### config.mk
export PLATFORM = sky130hd
export DESIGN_NAME = simple_uart_tx
export DESIGN_NICKNAME = d
export VERILOG_FILES = /design/src/rtl/simple_uart_pkg.sv /design/src/rtl/simple_uart_bitclk.sv /design/src/rtl/simple_uart_tx.sv
export SDC_FILE = /design/constraint.sdc
export NUM_CORES = 1
export LEC_CHECK = 0
export CAP_MARGIN = 20
export CORE_ASPECT_RATIO = 0.7
export CORE_MARGIN = 2
export CORE_UTILIZATION = 40
export CTS_CLUSTER_DIAMETER = 40
export DETAILED_ROUTE_END_ITERATION = 8
export SLEW_MARGIN = 20
export SYNTH_ARGS = -nofsm -noshare
export SYNTH_HDL_FRONTEND = slang
export SYNTH_SLANG_ARGS = --single-unit
export TNS_END_PERCENT = 20
### constraint.sdc
create_clock -name clk -period 2.68 [get_ports clk]
set_input_delay 0.402 -clock clk [delete_from_list [all_inputs] [get_ports clk]]
set_output_delay 0.402 -clock clk [all_outputs]
set_load 0.1 [all_outputs]
### src/rtl/simple_uart_pkg.sv
// Shared UART definitions: parity modes, transmitter states and default timing.
package simple_uart_pkg;

    typedef enum logic [1:0] {
        PAR_NONE = 2'd0,
        PAR_EVEN = 2'd1,
        PAR_ODD  = 2'd2
    } parity_t;

    typedef enum logic [2:0] {
        TX_IDLE,
        TX_START,
        TX_DATA,
        TX_PARITY,
        TX_STOP
    } tx_state_t;

    localparam int DEF_CLKS_PER_BIT = 16;
    localparam int DEF_DATA_BITS    = 8;

    // Parity bit for up to 8 payload bits; narrower payloads are zero-extended.
    function automatic logic frame_parity(input logic [7:0] d, input parity_t mode);
        return (^d) ^ (mode == PAR_ODD);
    endfunction

endpackage

### src/rtl/simple_uart_bitclk.sv
// Bit-period timer: counts 0..CLKS_PER_BIT-1 while enabled, pulses bit_done on the last cycle.
module simple_uart_bitclk #(
    parameter int CLKS_PER_BIT = 16
) (
    input  logic clk,
    input  logic reset,
    input  logic clear,
    input  logic en,
    output logic bit_done
);

    localparam int CW = (CLKS_PER_BIT > 1) ? $clog2(CLKS_PER_BIT) : 1;
    localparam logic [CW-1:0] LAST = CW'(CLKS_PER_BIT - 1);

    logic [CW-1:0] cnt;

    always_comb bit_done = en && (cnt == LAST);

    always_ff @(posedge clk) begin
        if (!reset || clear) begin
            cnt <= '0;
        end else if (en) begin
            cnt <= bit_done ? '0 : cnt + CW'(1);
        end
    end

endmodule

### src/rtl/simple_uart_tx.sv
// UART transmitter: valid/ready byte in, start + LSB-first data + optional parity + stop bits out.
module simple_uart_tx
    import simple_uart_pkg::*;
#(
    parameter int CLKS_PER_BIT = DEF_CLKS_PER_BIT,
    parameter int DATA_BITS    = DEF_DATA_BITS,
    parameter int PARITY       = 0,
    parameter int STOP_BITS    = 1
) (
    input  logic                 clk,
    input  logic                 reset,
    input  logic [DATA_BITS-1:0] data,
    input  logic                 data_valid,
    output logic                 ready,
    output logic                 tx,
    output logic                 busy
);

    localparam int BW = $clog2(DATA_BITS + 1);
    localparam logic [BW-1:0] LAST_BIT = BW'(DATA_BITS - 1);
    localparam parity_t PAR_MODE = parity_t'(PARITY);
    localparam logic LAST_STOP = (STOP_BITS == 2);

    tx_state_t            state, state_n;
    logic [DATA_BITS-1:0] shift, shift_n;
    logic [BW-1:0]        bit_cnt, bit_cnt_n;
    logic                 stop_cnt, stop_cnt_n;
    logic                 par_bit, par_n;
    logic                 tx_n;
    logic                 bit_done;
    logic                 handshake;

    simple_uart_bitclk #(.CLKS_PER_BIT(CLKS_PER_BIT)) u_bitclk (
        .clk      (clk),
        .reset    (reset),
        .clear    (handshake),
        .en       (state != TX_IDLE),
        .bit_done (bit_done)
    );

    // Ready in the last stop cycle lets a new frame start with no idle gap.
    always_comb begin
        ready = reset && ((state == TX_IDLE) ||
                          (state == TX_STOP && bit_done && stop_cnt == LAST_STOP));
        handshake = data_valid && ready;
    end

    always_comb begin
        state_n    = state;
        shift_n    = shift;
        bit_cnt_n  = bit_cnt;
        stop_cnt_n = stop_cnt;
        par_n      = par_bit;
        tx_n       = tx;
        case (state)
            TX_IDLE: begin
                tx_n = 1'b1;
            end
            TX_START: begin
                if (bit_done) begin
                    state_n   = TX_DATA;
                    tx_n      = shift[0];
                    bit_cnt_n = '0;
                end
            end
            TX_DATA: begin
                if (bit_done) begin
                    if (bit_cnt == LAST_BIT) begin
                        if (PAR_MODE != PAR_NONE) begin
                            state_n = TX_PARITY;
                            tx_n    = par_bit;
                        end else begin
                            state_n    = TX_STOP;
                            tx_n       = 1'b1;
                            stop_cnt_n = 1'b0;
                        end
                    end else begin
                        shift_n   = shift >> 1;
                        tx_n      = shift[1];
                        bit_cnt_n = bit_cnt + BW'(1);
                    end
                end
            end
            TX_PARITY: begin
                if (bit_done) begin
                    state_n    = TX_STOP;
                    tx_n       = 1'b1;
                    stop_cnt_n = 1'b0;
                end
            end
            TX_STOP: begin
                if (bit_done) begin
                    if (stop_cnt == LAST_STOP) begin
                        state_n = TX_IDLE;
                        tx_n    = 1'b1;
                    end else begin
                        stop_cnt_n = stop_cnt + 1'b1;
                    end
                end
            end
            default: begin
                state_n = TX_IDLE;
                tx_n    = 1'b1;
            end
        endcase
        // Handshake overrides the idle/stop transitions above; start bit goes out next cycle.
        if (handshake) begin
            state_n   = TX_START;
            tx_n      = 1'b0;
            shift_n   = data;
            par_n     = frame_parity(8'(data), PAR_MODE);
            bit_cnt_n = '0;
        end
    end

    always_ff @(posedge clk) begin
        if (!reset) begin
            state    <= TX_IDLE;
            shift    <= '0;
            bit_cnt  <= '0;
            stop_cnt <= 1'b0;
            par_bit  <= 1'b0;
            tx       <= 1'b1;
            busy     <= 1'b0;
        end else begin
            state    <= state_n;
            shift    <= shift_n;
            bit_cnt  <= bit_cnt_n;
            stop_cnt <= stop_cnt_n;
            par_bit  <= par_n;
            tx       <= tx_n;
            busy     <= (state_n != TX_IDLE);
        end
    end

endmodule

==> results.json <==
{
  "fin_setup_tns_ns": 0,
  "setup-violations-final": 0,
  "arrival_ns": 1.84,
  "wl_per_cell_um": 12.4,
  "synth_area_per_cell_sq_um": 8.13,
  "r2r_slack_ns": 0.58,
  "startpoint_type": "flip-flop",
  "fin_crit_ns": 2.24,
  "grt_util_all_layers_pct": 15.8,
  "netlist.area_leader.share_pct": 41.4,
  "grt_use_met3_pct": 5.38,
  "overflow": 0,
  "slew-limit-headroom_pct": 48.9,
  "leakage_nw": 0.417,
  "syn_inst": 125,
  "tightest_slew_ns": 0.762,
  "yosys_register_bits": 21,
  "cts_resized": 0,
  "drc_errors": 0,
  "p_per_area_mw_per_mm2": 470,
  "routabilityCongestion": 0.787,
  "syn_nets": 138,
  "synthTopCellsByArea": "dfxtp_1, nand2_1, o21ai_0, a31oi_1, a21oi_1",
  "ys_seq_area_share_pct": 41.4,
  "cts-buffers-inserted": 3,
  "avgViaCountPerCell": 5.34,
  "yosys.area.top_type": "dfxtp_1",
  "grt_pass1_vias": 761,
  "outcome": "completed",
  "worstSetupPathType": "flip-flop to primary output",
  "clockRootBuffer": "clkbuf_4",
  "clk_latency_ns": 0.30,
  "grt_max_degree": 17,
  "cts_sinks": 21,
  "drv_cap": 0,
  "final_nets": 150,
  "n_fill_cell": 243,
  "syn-cell-area_sq_mm": 0.00102,
  "yosysMostFrequentCell": "dfxtp_1",
  "wl_mm": 2.11,
  "synth_common_cells": "dfxtp_1, nand2_1, o21ai_0",
  "coreArea_sq_mm": 0.00244,
  "post-cts-setup-buffers": 0,
  "drtIter0Drc": 67,
  "antenna_cells": 0,
  "die_area_sq_mm": 0.00297,
  "clock_path_buffers": 2,
  "ioPinCount": 14,
  "ir_drop_v": 0.000240,
  "final_area_sq_mm": 0.00121,
  "portBuffers": 13,
  "grt_util_met1_pct": 23.1,
  "synth_edf_count": 0,
  "slew_viol_final": 0,
  "dr.pass1.iters": 5,
  "antenna_found_initial": 0,
  "die_h_um": 46.2,
  "hpwl_mm": 1.53,
  "fmax_mhz": 446,
  "ys_async_sr_fraction_pct": 0,
  "gr-max-usage-layer": "met1",
  "ant_nets": 0,
  "final_hold_viol_count": 0,
  "ys.flop_type": "dfxtp_1",
  "ys_types": 38,
  "ys_warn_count": 0,
  "areaGrowthSynthToFinish_pct": 19.1,
  "clkTransAtPathRegs_ns": 0.11,
  "drive_above_1_share_pct": 9.56,
  "cts_hold_repair.buffers": 0,
  "end_kind": "primary output",
  "vias": 908,
  "worstPathRequired_ns": 2.28,
  "skew_ns": 0.00655,
  "initial_utilization_pct": 41.6,
  "hold_class": "flip-flop to flip-flop",
  "finalCritPeriodShare_pct": 83.7,
  "crit_fanout": 6,
  "dpl_cell_area_sq_mm": 0.00118,
  "cts_tree": "built",
  "chipWidth_um": 64.2,
  "gr-usage-met2_pct": 22.3,
  "htree_levels": 1,
  "rsz0062_at_grt": "no",
  "grt_first_pass_wirelength_mm": 3.57,
  "rows": 15
}
[area by class of cell]
type / count / area (sq um) / area share [%]
multi-input cells: 94 / 563 / 46.5
repair buffers: 15 / 150 / 12.4
inverters: 2 / 7.51 / 0.620
flip-flops and latches: 21 / 420 / 34.7
clock buffers: 4 / 26.3 / 2.17
well taps: 34 / 42.5 / 3.52
[registers in the layout (all words and copies together) (netlist names)]
register / cells
shift: 8
bit_cnt: 4
state: 3
tx: 1
busy: 1
u_bitclk.cnt: 4
[path summary, 6_finish.rpt]
check / startpoint / endpoint / depth (start not counted)
hold reg to reg: shift[7]$_SDFFE_PN0P_ / shift[7]$_SDFFE_PN0P_ / 2
hold / removal: shift[7]$_SDFFE_PN0P_ / shift[7]$_SDFFE_PN0P_ / 2
setup / recovery: u_bitclk.cnt[0]$_SDFFE_PP0P_ / ready / 5
setup reg to reg: u_bitclk.cnt[0]$_SDFFE_PP0P_ / bit_cnt[3]$_SDFFE_PP0P_ / 5
[logic make-up after synthesis]
logic type / share of synthesized area (%)
simple gates: 28.1
mux: 0.985
xor+xnor: 1.72
buf+inv: 3.69
fa+ha+maj: 2.46
flops: 41.4
compound gates: 21.7
[stage by stage]
step                setup WS (ns)  std cells  hold slack, ns  power (mW)  util (%)
floorplan                  0.0297        125           0.444       0.393         -
global placement            0.672        166           0.460       0.424      48.5
detailed placement          0.617        166           0.465       0.424      48.5
CTS                         0.418        170           0.485       0.579      49.6
global route                0.308        170           0.503       0.595      49.6
finish                      0.437        170           0.480       0.569      49.6
[report_power, final]
part	internal, mW	switching [mW]	total [mW]
Sequential	0.325	0.00939	0.334
Combinational	0.0340	0.0489	0.0829
Clock	0.0581	0.0937	0.152
[placed cells by master, fill, tap and decap left out, types with 2 or more instances in the layout]
master and n:
o21ai_1 4, ha_1 2, a31oi_1 6, o211ai_1 2
a21oi_1 6, nand4_1 3, clkdlybuf4s50_1 10, inv_1 2
o21ai_0 9, nand2_1 18, clkbuf_4 3, buf_4 4
nor2_1 6, dfxtp_1 21, or3_1 4, nor3_1 5
nand2b_1 2, nand3_1 5
[layer usage]
metal | vias to the layer above | routed length, um
met4 | 0 | 13
met5 | - | 0
li1 | 477 | -
met2 | 16 | 884
met1 | 413 | 1120
met3 | 2 | 98
[critical path, cell delays in order (launching register included)]
cell and delay, ns:
dfxtp_1 0.39, ha_1 0.23, nand3_2 0.16, and2_1 0.28, nor3b_2 0.27, buf_12 0.21
Note: power is estimated with default switching activity, not from simulation.
